--- config.mk ---
export PLATFORM = sky130hd
export DESIGN_NAME = pipe_mem_wb_skid_flat
export DESIGN_NICKNAME = d
export VERILOG_FILES = /design/src/rtl/pipe_mem_wb_skid_if.sv /design/src/rtl/pipe_mem_wb_skid.sv /design/src/flat_wrapper.sv
export SDC_FILE = /design/constraint.sdc
export NUM_CORES = 1
export LEC_CHECK = 0
export CAP_MARGIN = 20
export CORE_MARGIN = 2
export CORE_UTILIZATION = 49
export CTS_BUF_LIST = sky130_fd_sc_hd__clkbuf_4
export DETAILED_ROUTE_END_ITERATION = 16
export PLACE_DENSITY_LB_ADDON = 0.1
export SLEW_MARGIN = 30
export SYNTH_ARGS = -nofsm -noshare
export SYNTH_HDL_FRONTEND = slang
export SYNTH_SLANG_ARGS = --single-unit
export TNS_END_PERCENT = 10
--- constraint.sdc ---
create_clock -name clk -period 3.6 [get_ports clk]
set_input_delay 0.72 -clock clk [delete_from_list [all_inputs] [get_ports clk]]
set_output_delay 0.72 -clock clk [all_outputs]
set_load 0.05 [all_outputs]
--- src/rtl/pipe_mem_wb_skid_if.sv ---
// Bundle of every MEM -> stage -> WB signal of pipe_mem_wb_skid.
//   master : the surrounding pipeline (drives MEM payload, flush, out_ready)
//   slave  : the MEM/WB stage itself (drives in_ready, WB payload, fwd, bubble_cnt)
// Handshake: a transfer happens on a rising clk edge where valid && ready are
// both high; valid must stay asserted with a stable payload until ready is
// seen, and ready never depends combinationally on valid.
interface pipe_mem_wb_skid_if #(
  parameter int DATA_W = 16,
  parameter int RD_W   = 4,
  parameter int CNT_W  = 16
);
  logic              flush;
  // MEM side
  logic              in_valid;
  logic              in_ready;
  logic              mem_to_reg_in;
  logic              reg_write_in;
  logic [DATA_W-1:0] alu_result_in;
  logic [DATA_W-1:0] mem_data_in;
  logic [RD_W-1:0]   rd_in;
  // WB side
  logic              out_valid;
  logic              out_ready;
  logic              mem_to_reg;
  logic              reg_write;
  logic [DATA_W-1:0] alu_result;
  logic [DATA_W-1:0] mem_data;
  logic [RD_W-1:0]   rd;
  logic [DATA_W-1:0] wb_data;
  // forwarding tap and statistics
  logic              fwd_valid;
  logic [RD_W-1:0]   fwd_rd;
  logic [DATA_W-1:0] fwd_data;
  logic [CNT_W-1:0]  bubble_cnt;

  modport master (
    output flush, in_valid, mem_to_reg_in, reg_write_in, alu_result_in,
           mem_data_in, rd_in, out_ready,
    input  in_ready, out_valid, mem_to_reg, reg_write, alu_result, mem_data,
           rd, wb_data, fwd_valid, fwd_rd, fwd_data, bubble_cnt
  );

  modport slave (
    input  flush, in_valid, mem_to_reg_in, reg_write_in, alu_result_in,
           mem_data_in, rd_in, out_ready,
    output in_ready, out_valid, mem_to_reg, reg_write, alu_result, mem_data,
           rd, wb_data, fwd_valid, fwd_rd, fwd_data, bubble_cnt
  );
endinterface

--- src/rtl/pipe_mem_wb_skid.sv ---
// MEM/WB pipeline stage with a two-entry skid buffer (MAIN + SKID).
// MAIN drives the WB outputs; SKID absorbs one extra transfer so in_ready can
// be a plain register with no combinational path from out_ready.
// Ports:
//   clk, rst   : rising-edge clock, asynchronous active-high reset
//   bus        : pipe_mem_wb_skid_if.slave (handshakes, payloads, flush,
//                wb_data, forwarding tap, bubble_cnt)
//   dbg_state  : current FSM state (0 EMPTY, 1 ONE, 2 TWO)
// Interface parameters DATA_W/RD_W/CNT_W must match the module parameters.
module pipe_mem_wb_skid #(
  parameter int DATA_W  = 16,
  parameter int RD_W    = 4,
  parameter int R0_ZERO = 1,
  parameter int CNT_W   = 16
) (
  input  logic                   clk,
  input  logic                   rst,
  pipe_mem_wb_skid_if.slave      bus,
  output logic [1:0]             dbg_state
);

  typedef enum logic [1:0] {
    EMPTY = 2'd0,
    ONE   = 2'd1,
    TWO   = 2'd2
  } state_t;

  typedef struct packed {
    logic              mem_to_reg;
    logic              reg_write;
    logic [DATA_W-1:0] alu_result;
    logic [DATA_W-1:0] mem_data;
    logic [RD_W-1:0]   rd;
  } payload_t;

  state_t           state_q;
  logic             in_ready_q;
  logic             out_valid_q;
  payload_t         main_q;
  payload_t         skid_q;
  payload_t         in_p;
  logic [CNT_W-1:0] bubble_q;
  logic             accept;
  logic             pop;

  assign in_p   = {bus.mem_to_reg_in, bus.reg_write_in, bus.alu_result_in,
                   bus.mem_data_in, bus.rd_in};
  assign accept = bus.in_valid & in_ready_q;
  assign pop    = out_valid_q & bus.out_ready;

  // Single FSM; in_ready and out_valid are registered alongside the state.
  // Any entry that is not holding a transfer is kept all-zero so MAIN is a
  // NOP (reg_write = 0) whenever out_valid is low.
  always_ff @(posedge clk or posedge rst) begin
    if (rst) begin
      state_q     <= EMPTY;
      in_ready_q  <= 1'b1;
      out_valid_q <= 1'b0;
      main_q      <= '0;
      skid_q      <= '0;
    end else if (bus.flush) begin
      // Flush wins over a same-cycle accept (input dropped) and pop.
      state_q     <= EMPTY;
      in_ready_q  <= 1'b1;
      out_valid_q <= 1'b0;
      main_q      <= '0;
      skid_q      <= '0;
    end else begin
      case (state_q)
        EMPTY: begin
          if (accept) begin
            main_q      <= in_p;
            out_valid_q <= 1'b1;
            state_q     <= ONE;
          end
        end
        ONE: begin
          if (accept && pop) begin
            main_q <= in_p;
          end else if (accept) begin
            skid_q     <= in_p;
            in_ready_q <= 1'b0;
            state_q    <= TWO;
          end else if (pop) begin
            main_q      <= '0;
            out_valid_q <= 1'b0;
            state_q     <= EMPTY;
          end
        end
        TWO: begin
          // in_ready is low here, so MEM is holding; only a pop moves us.
          if (pop) begin
            main_q     <= skid_q;
            skid_q     <= '0;
            in_ready_q <= 1'b1;
            state_q    <= ONE;
          end
        end
        default: begin
          state_q     <= EMPTY;
          in_ready_q  <= 1'b1;
          out_valid_q <= 1'b0;
          main_q      <= '0;
          skid_q      <= '0;
        end
      endcase
    end
  end

  // Starved-cycle counter: WB was ready but had nothing. Saturates, and
  // flush deliberately leaves it alone.
  always_ff @(posedge clk or posedge rst) begin
    if (rst) begin
      bubble_q <= '0;
    end else if (bus.out_ready && !out_valid_q && (bubble_q != '1)) begin
      bubble_q <= bubble_q + 1'b1;
    end
  end

  assign bus.in_ready   = in_ready_q;
  assign bus.out_valid  = out_valid_q;
  assign bus.mem_to_reg = main_q.mem_to_reg;
  assign bus.reg_write  = main_q.reg_write;
  assign bus.alu_result = main_q.alu_result;
  assign bus.mem_data   = main_q.mem_data;
  assign bus.rd         = main_q.rd;
  assign bus.bubble_cnt = bubble_q;
  assign dbg_state      = state_q;

  // Write-back mux and forwarding tap look at MAIN only; SKID is invisible.
  assign bus.wb_data   = main_q.mem_to_reg ? main_q.mem_data : main_q.alu_result;
  assign bus.fwd_rd    = main_q.rd;
  assign bus.fwd_data  = bus.wb_data;
  assign bus.fwd_valid = out_valid_q & main_q.reg_write &
                         ((R0_ZERO == 0) || (main_q.rd != '0));

endmodule

--- src/flat_wrapper.sv ---
// flat-port wrapper written by rule: the top's interface ports become plain ports
module pipe_mem_wb_skid_flat 
#(
  parameter int DATA_W  = 16,
  parameter int RD_W    = 4,
  parameter int R0_ZERO = 1,
  parameter int CNT_W   = 16
)
  (clk, rst, dbg_state, bus_flush, bus_in_valid, bus_mem_to_reg_in, bus_reg_write_in, bus_alu_result_in, bus_mem_data_in, bus_rd_in, bus_out_ready, bus_in_ready, bus_out_valid, bus_mem_to_reg, bus_reg_write, bus_alu_result, bus_mem_data, bus_rd, bus_wb_data, bus_fwd_valid, bus_fwd_rd, bus_fwd_data, bus_bubble_cnt);
  pipe_mem_wb_skid_if #(.DATA_W(DATA_W), .RD_W(RD_W), .CNT_W(CNT_W)) bus_i ();
  input  logic clk;
  input  logic rst;
  output logic [1:0] dbg_state;
  input wire logic [$bits(bus_i.flush)-1:0] bus_flush;
  input wire logic [$bits(bus_i.in_valid)-1:0] bus_in_valid;
  input wire logic [$bits(bus_i.mem_to_reg_in)-1:0] bus_mem_to_reg_in;
  input wire logic [$bits(bus_i.reg_write_in)-1:0] bus_reg_write_in;
  input wire logic [$bits(bus_i.alu_result_in)-1:0] bus_alu_result_in;
  input wire logic [$bits(bus_i.mem_data_in)-1:0] bus_mem_data_in;
  input wire logic [$bits(bus_i.rd_in)-1:0] bus_rd_in;
  input wire logic [$bits(bus_i.out_ready)-1:0] bus_out_ready;
  output wire logic [$bits(bus_i.in_ready)-1:0] bus_in_ready;
  output wire logic [$bits(bus_i.out_valid)-1:0] bus_out_valid;
  output wire logic [$bits(bus_i.mem_to_reg)-1:0] bus_mem_to_reg;
  output wire logic [$bits(bus_i.reg_write)-1:0] bus_reg_write;
  output wire logic [$bits(bus_i.alu_result)-1:0] bus_alu_result;
  output wire logic [$bits(bus_i.mem_data)-1:0] bus_mem_data;
  output wire logic [$bits(bus_i.rd)-1:0] bus_rd;
  output wire logic [$bits(bus_i.wb_data)-1:0] bus_wb_data;
  output wire logic [$bits(bus_i.fwd_valid)-1:0] bus_fwd_valid;
  output wire logic [$bits(bus_i.fwd_rd)-1:0] bus_fwd_rd;
  output wire logic [$bits(bus_i.fwd_data)-1:0] bus_fwd_data;
  output wire logic [$bits(bus_i.bubble_cnt)-1:0] bus_bubble_cnt;
  assign bus_i.flush = bus_flush;
  assign bus_i.in_valid = bus_in_valid;
  assign bus_i.mem_to_reg_in = bus_mem_to_reg_in;
  assign bus_i.reg_write_in = bus_reg_write_in;
  assign bus_i.alu_result_in = bus_alu_result_in;
  assign bus_i.mem_data_in = bus_mem_data_in;
  assign bus_i.rd_in = bus_rd_in;
  assign bus_i.out_ready = bus_out_ready;
  assign bus_in_ready = bus_i.in_ready;
  assign bus_out_valid = bus_i.out_valid;
  assign bus_mem_to_reg = bus_i.mem_to_reg;
  assign bus_reg_write = bus_i.reg_write;
  assign bus_alu_result = bus_i.alu_result;
  assign bus_mem_data = bus_i.mem_data;
  assign bus_rd = bus_i.rd;
  assign bus_wb_data = bus_i.wb_data;
  assign bus_fwd_valid = bus_i.fwd_valid;
  assign bus_fwd_rd = bus_i.fwd_rd;
  assign bus_fwd_data = bus_i.fwd_data;
  assign bus_bubble_cnt = bus_i.bubble_cnt;
  pipe_mem_wb_skid #(.DATA_W(DATA_W), .RD_W(RD_W), .R0_ZERO(R0_ZERO), .CNT_W(CNT_W)) u_core (.clk(clk), .rst(rst), .bus(bus_i), .dbg_state(dbg_state));
endmodule
==> impl_metrics.py <==
metrics = {
    "timing": {
        "post-route-worst-setup-slack_ns": 0.3257,
        "slew_viol_final": 0,
        "fin_skew_ns": 0.009103,
        "setup_viol": 0,
        "max_freq_ghz": 0.3054,
        "max_slew.worst_pin.slew_ns": 0.8645,
        "finalSetupTns_ns": 0,
        "hold_viol_final": 0,
        "rsz0062_at_grt": "false",
        "relSlewSlack": 0.4237,
        "post-route-period-util": 0.9095,
        "min_period_ns": 3.274,
    },
    "placed_design": {
        "dpl-instance-area_sq_um": 6132,
        "io_buffer_count": 137,
        "dp_hpwl_microns": 7902,
        "globalplace.congestion": 0.8481,
        "dp_slack_ns": 0.7664,
    },
    "yosys": {
        "synth-seq-area-share": 0.5004,
        "syn_nets": 489,
        "synth-async-reset-ratio": 1.000,
        "syn_area_per_cell_sq_um": 10.79,
        "yosysWarningCount": 0,
        "netlist_instances": 445,
        "ys.flop_type": "dfrtp_1",
        "synth_seq_cells": 96,
        "synth_area_sq_um": 4803,
        "synth_edf_count": 0,
        "synthDistinctLibCells": 43,
    },
    "worst_setup_path": {
        "crit_path_start": "u_core.bus.mem_to_reg",
        "cp.buffers_inverters": 1,
        "cp_data_required_time_ns": 2.88,
        "worstPathArrival_ns": 2.55,
        "crit_chain": "mux2_2 > clkdlybuf4s50_1",
        "worstReg2RegStart": "u_core.bus.out_valid",
        "start_kind": "register",
        "cp_slowest_cell": "dfrtp_1",
        "worstPathMaxFanout": 18,
        "worst_setup_path_end_kind": "output pin",
        "crit_type": "register to output pin",
        "crit_family": "flip-flops",
        "max_stage_delay_ns": 0.94,
    },
    "drt": {
        "drt-pass1-iter-count": 4,
        "post_drt_wl_per_cell_microns": 17.46,
        "num_vias": 3818,
        "drtIter0Drc": 165,
        "via_per_inst": 5.549,
        "drcViolationCount": 0,
        "totalWireLength_microns": 12010,
        "drtAntennaViolNets": 0,
    },
    "power": {
        "p_leak_nw": 2.677,
        "power_density_nw_per_um2": 533.9,
        "vdd_drop_max_v": 0.0002540,
    },
    "clock_tree": {
        "cts_sinks": 96,
        "clock_latency_ns": 0.43,
        "cts_tree": "done",
        "clkSlewWorstSetupHoldPaths_ns": 0.14,
        "clk_path_buf_depth": 2,
        "post-cts-setup-buffers": 0,
        "cts_resized": 0,
        "h-tree-depth": 3,
        "cts_buffers": 9,
        "cts-root-buf": "clkbuf_4",
        "ctsHoldBuffers": 0,
    },
    "global_route": {
        "grtUsageTotal": 0.2361,
        "grt_pass1_wl_microns": 19350,
        "antenna_found_initial": 0,
        "grt-busiest-layer": "met2",
        "grt_start_max_net_pins": 68,
        "grtUsageMet2": 0.3901,
        "grtUsageMet1": 0.3152,
        "grt_pass1_vias": 3794,
        "overflow": 0,
        "grt.met3_usage": 0.04271,
    },
    "layout": {
        "largest_reg_flops": 38,
        "seqCellArea_sq_um": 2404,
        "final_cell_mix": "clkdlybuf4s50_1 (137), dfrtp_1 (95), nand2_1 (47)",
        "nFillCells": 822,
        "multi_input_area_sq_um": 1969,
        "final_area_sq_um": 6267,
        "drive_above_1_share": 0.09730,
        "diodes": 0,
        "top_register": "u_core.skid_q",
        "area_growth_pct": 30.48,
        "fin_nets": 594,
        "final_common_cell": "clkdlybuf4s50_1",
    },
    "hold_path": {
        "hold_class": "register to register",
        "hold_path_startpoint": "u_core.bus.bubble_cnt[5]",
    },
    "floorplanning": {
        "ios": 138,
        "initial_core_util": 0.4983,
        "dieArea_sq_um": 10610,
        "core_sq_um": 9639,
        "die_w_microns": 103.0,
        "rows": 36,
        "chipHeight_microns": 103.0,
    },
    "job": {
        "max-cap-violations": 0,
    },
    "run_status": {
        "status": "complete, no violations",
    },
}
final timing paths:
| path | endpoint | slack, ns | cells after the start |
|---|---|---|---|
| worst min-delay path | u_core.bus.bubble_cnt[5] | 0.53 | 1 |
| worst max register to register | u_core.skid_q[1] | 1.49 | 5 |
| min in group asynchronous | u_core.skid_q[2] | 0.78 | 2 |
| worst max-delay path | bus_fwd_data[6] | 0.33 | 2 |
| worst min register to register | u_core.bus.bubble_cnt[5] | 0.53 | 1 |
| max in group asynchronous | u_core.bus.alu_result[12] | 2.04 | 3 |
worst reg2reg max path, cell delays in order, from the launching register on:
cell and delay [ns]:
dfrtp_1 0.61, and2_1 0.28, nor2_1 0.09, o21bai_4 0.49
buf_12 0.31, mux2i_1 0.26
metal layers:
layer  up-vias  part of all wire
met5         -                 0
met4         0            0.0097
met2       135              0.49
met3         8             0.062
li1       1752                 -
met1      1923              0.44
stage by stage:
step | util | std cells | hold WS (ns) | total power, mW
5_1_grt | 0.6502 | 688 | 0.5532 | 3.507
3_3_place_gp | 0.6362 | 672 | 0.4929 | 2.777
4_1_cts | 0.6502 | 688 | 0.5328 | 3.369
2_1_floorplan | - | 445 | 0.4945 | 2.345
3_5_place_dp | 0.6362 | 672 | 0.5000 | 2.794
6_report | 0.6502 | 688 | 0.5326 | 3.346
cells in the mapped netlist (all sizes together) (2+ instances only):
| cell | instances | area (sq um) |
|---|---|---|
| xnor2 | 7 | 61.31 |
| clkbuf | 8 | 31.28 |
| mux2i | 38 | 380.4 |
| nor2b | 2 | 12.51 |
| o21bai | 3 | 22.52 |
| nand2b | 2 | 12.51 |
| nand4b | 2 | 17.52 |
| nand3b | 2 | 15.01 |
| a31oi | 2 | 12.51 |
| buf | 43 | 305.3 |
| inv | 39 | 146.4 |
| nand4 | 9 | 62.56 |
| dfrtp | 95 | 2377 |
| a22oi | 38 | 285.3 |
| and2 | 2 | 12.51 |
| nand3 | 8 | 40.04 |
| nor4 | 2 | 18.77 |
| nor2 | 10 | 40.04 |
| a21oi | 8 | 40.04 |
| nand2 | 47 | 176.4 |
| mux2 | 20 | 229.0 |
| nor3 | 4 | 20.02 |
| o2bb2ai | 38 | 332.8 |
| xor2 | 4 | 35.03 |
power by group:
| part | total, mW | internal (mW) | leakage, nW | switching, mW |
|---|---|---|---|---|
| Sequential | 1.36 | 1.21 | 1.30 | 0.153 |
| Combinational | 1.41 | 0.496 | 1.31 | 0.915 |
| Clock | 0.576 | 0.215 | 0.0637 | 0.361 |
| Total | 3.35 | 1.92 | 2.68 | 1.43 |
kinds of logic after synthesis:
| group | share of synthesized area |
|---|---|
| AOI/OAI and AO/OA | 0.1498 |
| xor gates and xnor gates | 0.02006 |
| adders and majority gates | 0.002604 |
| buffers and inverters | 0.1005 |
| DFF | 0.5004 |
| muxes | 0.1269 |
| and+or+nand+nor | 0.09977 |
layout make-up:
cell class / count / area share
Clock buffer: 10 / 0.01198
Clock inverter: 6 / 0.009583
Inverter: 39 / 0.02376
Multi-Input combinational cell: 259 / 0.3142
Sequential cell: 96 / 0.3835
Tap cell: 133 / 0.02655
Timing Repair Buffer: 145 / 0.2304
Power figures use the tool's default switching activity.
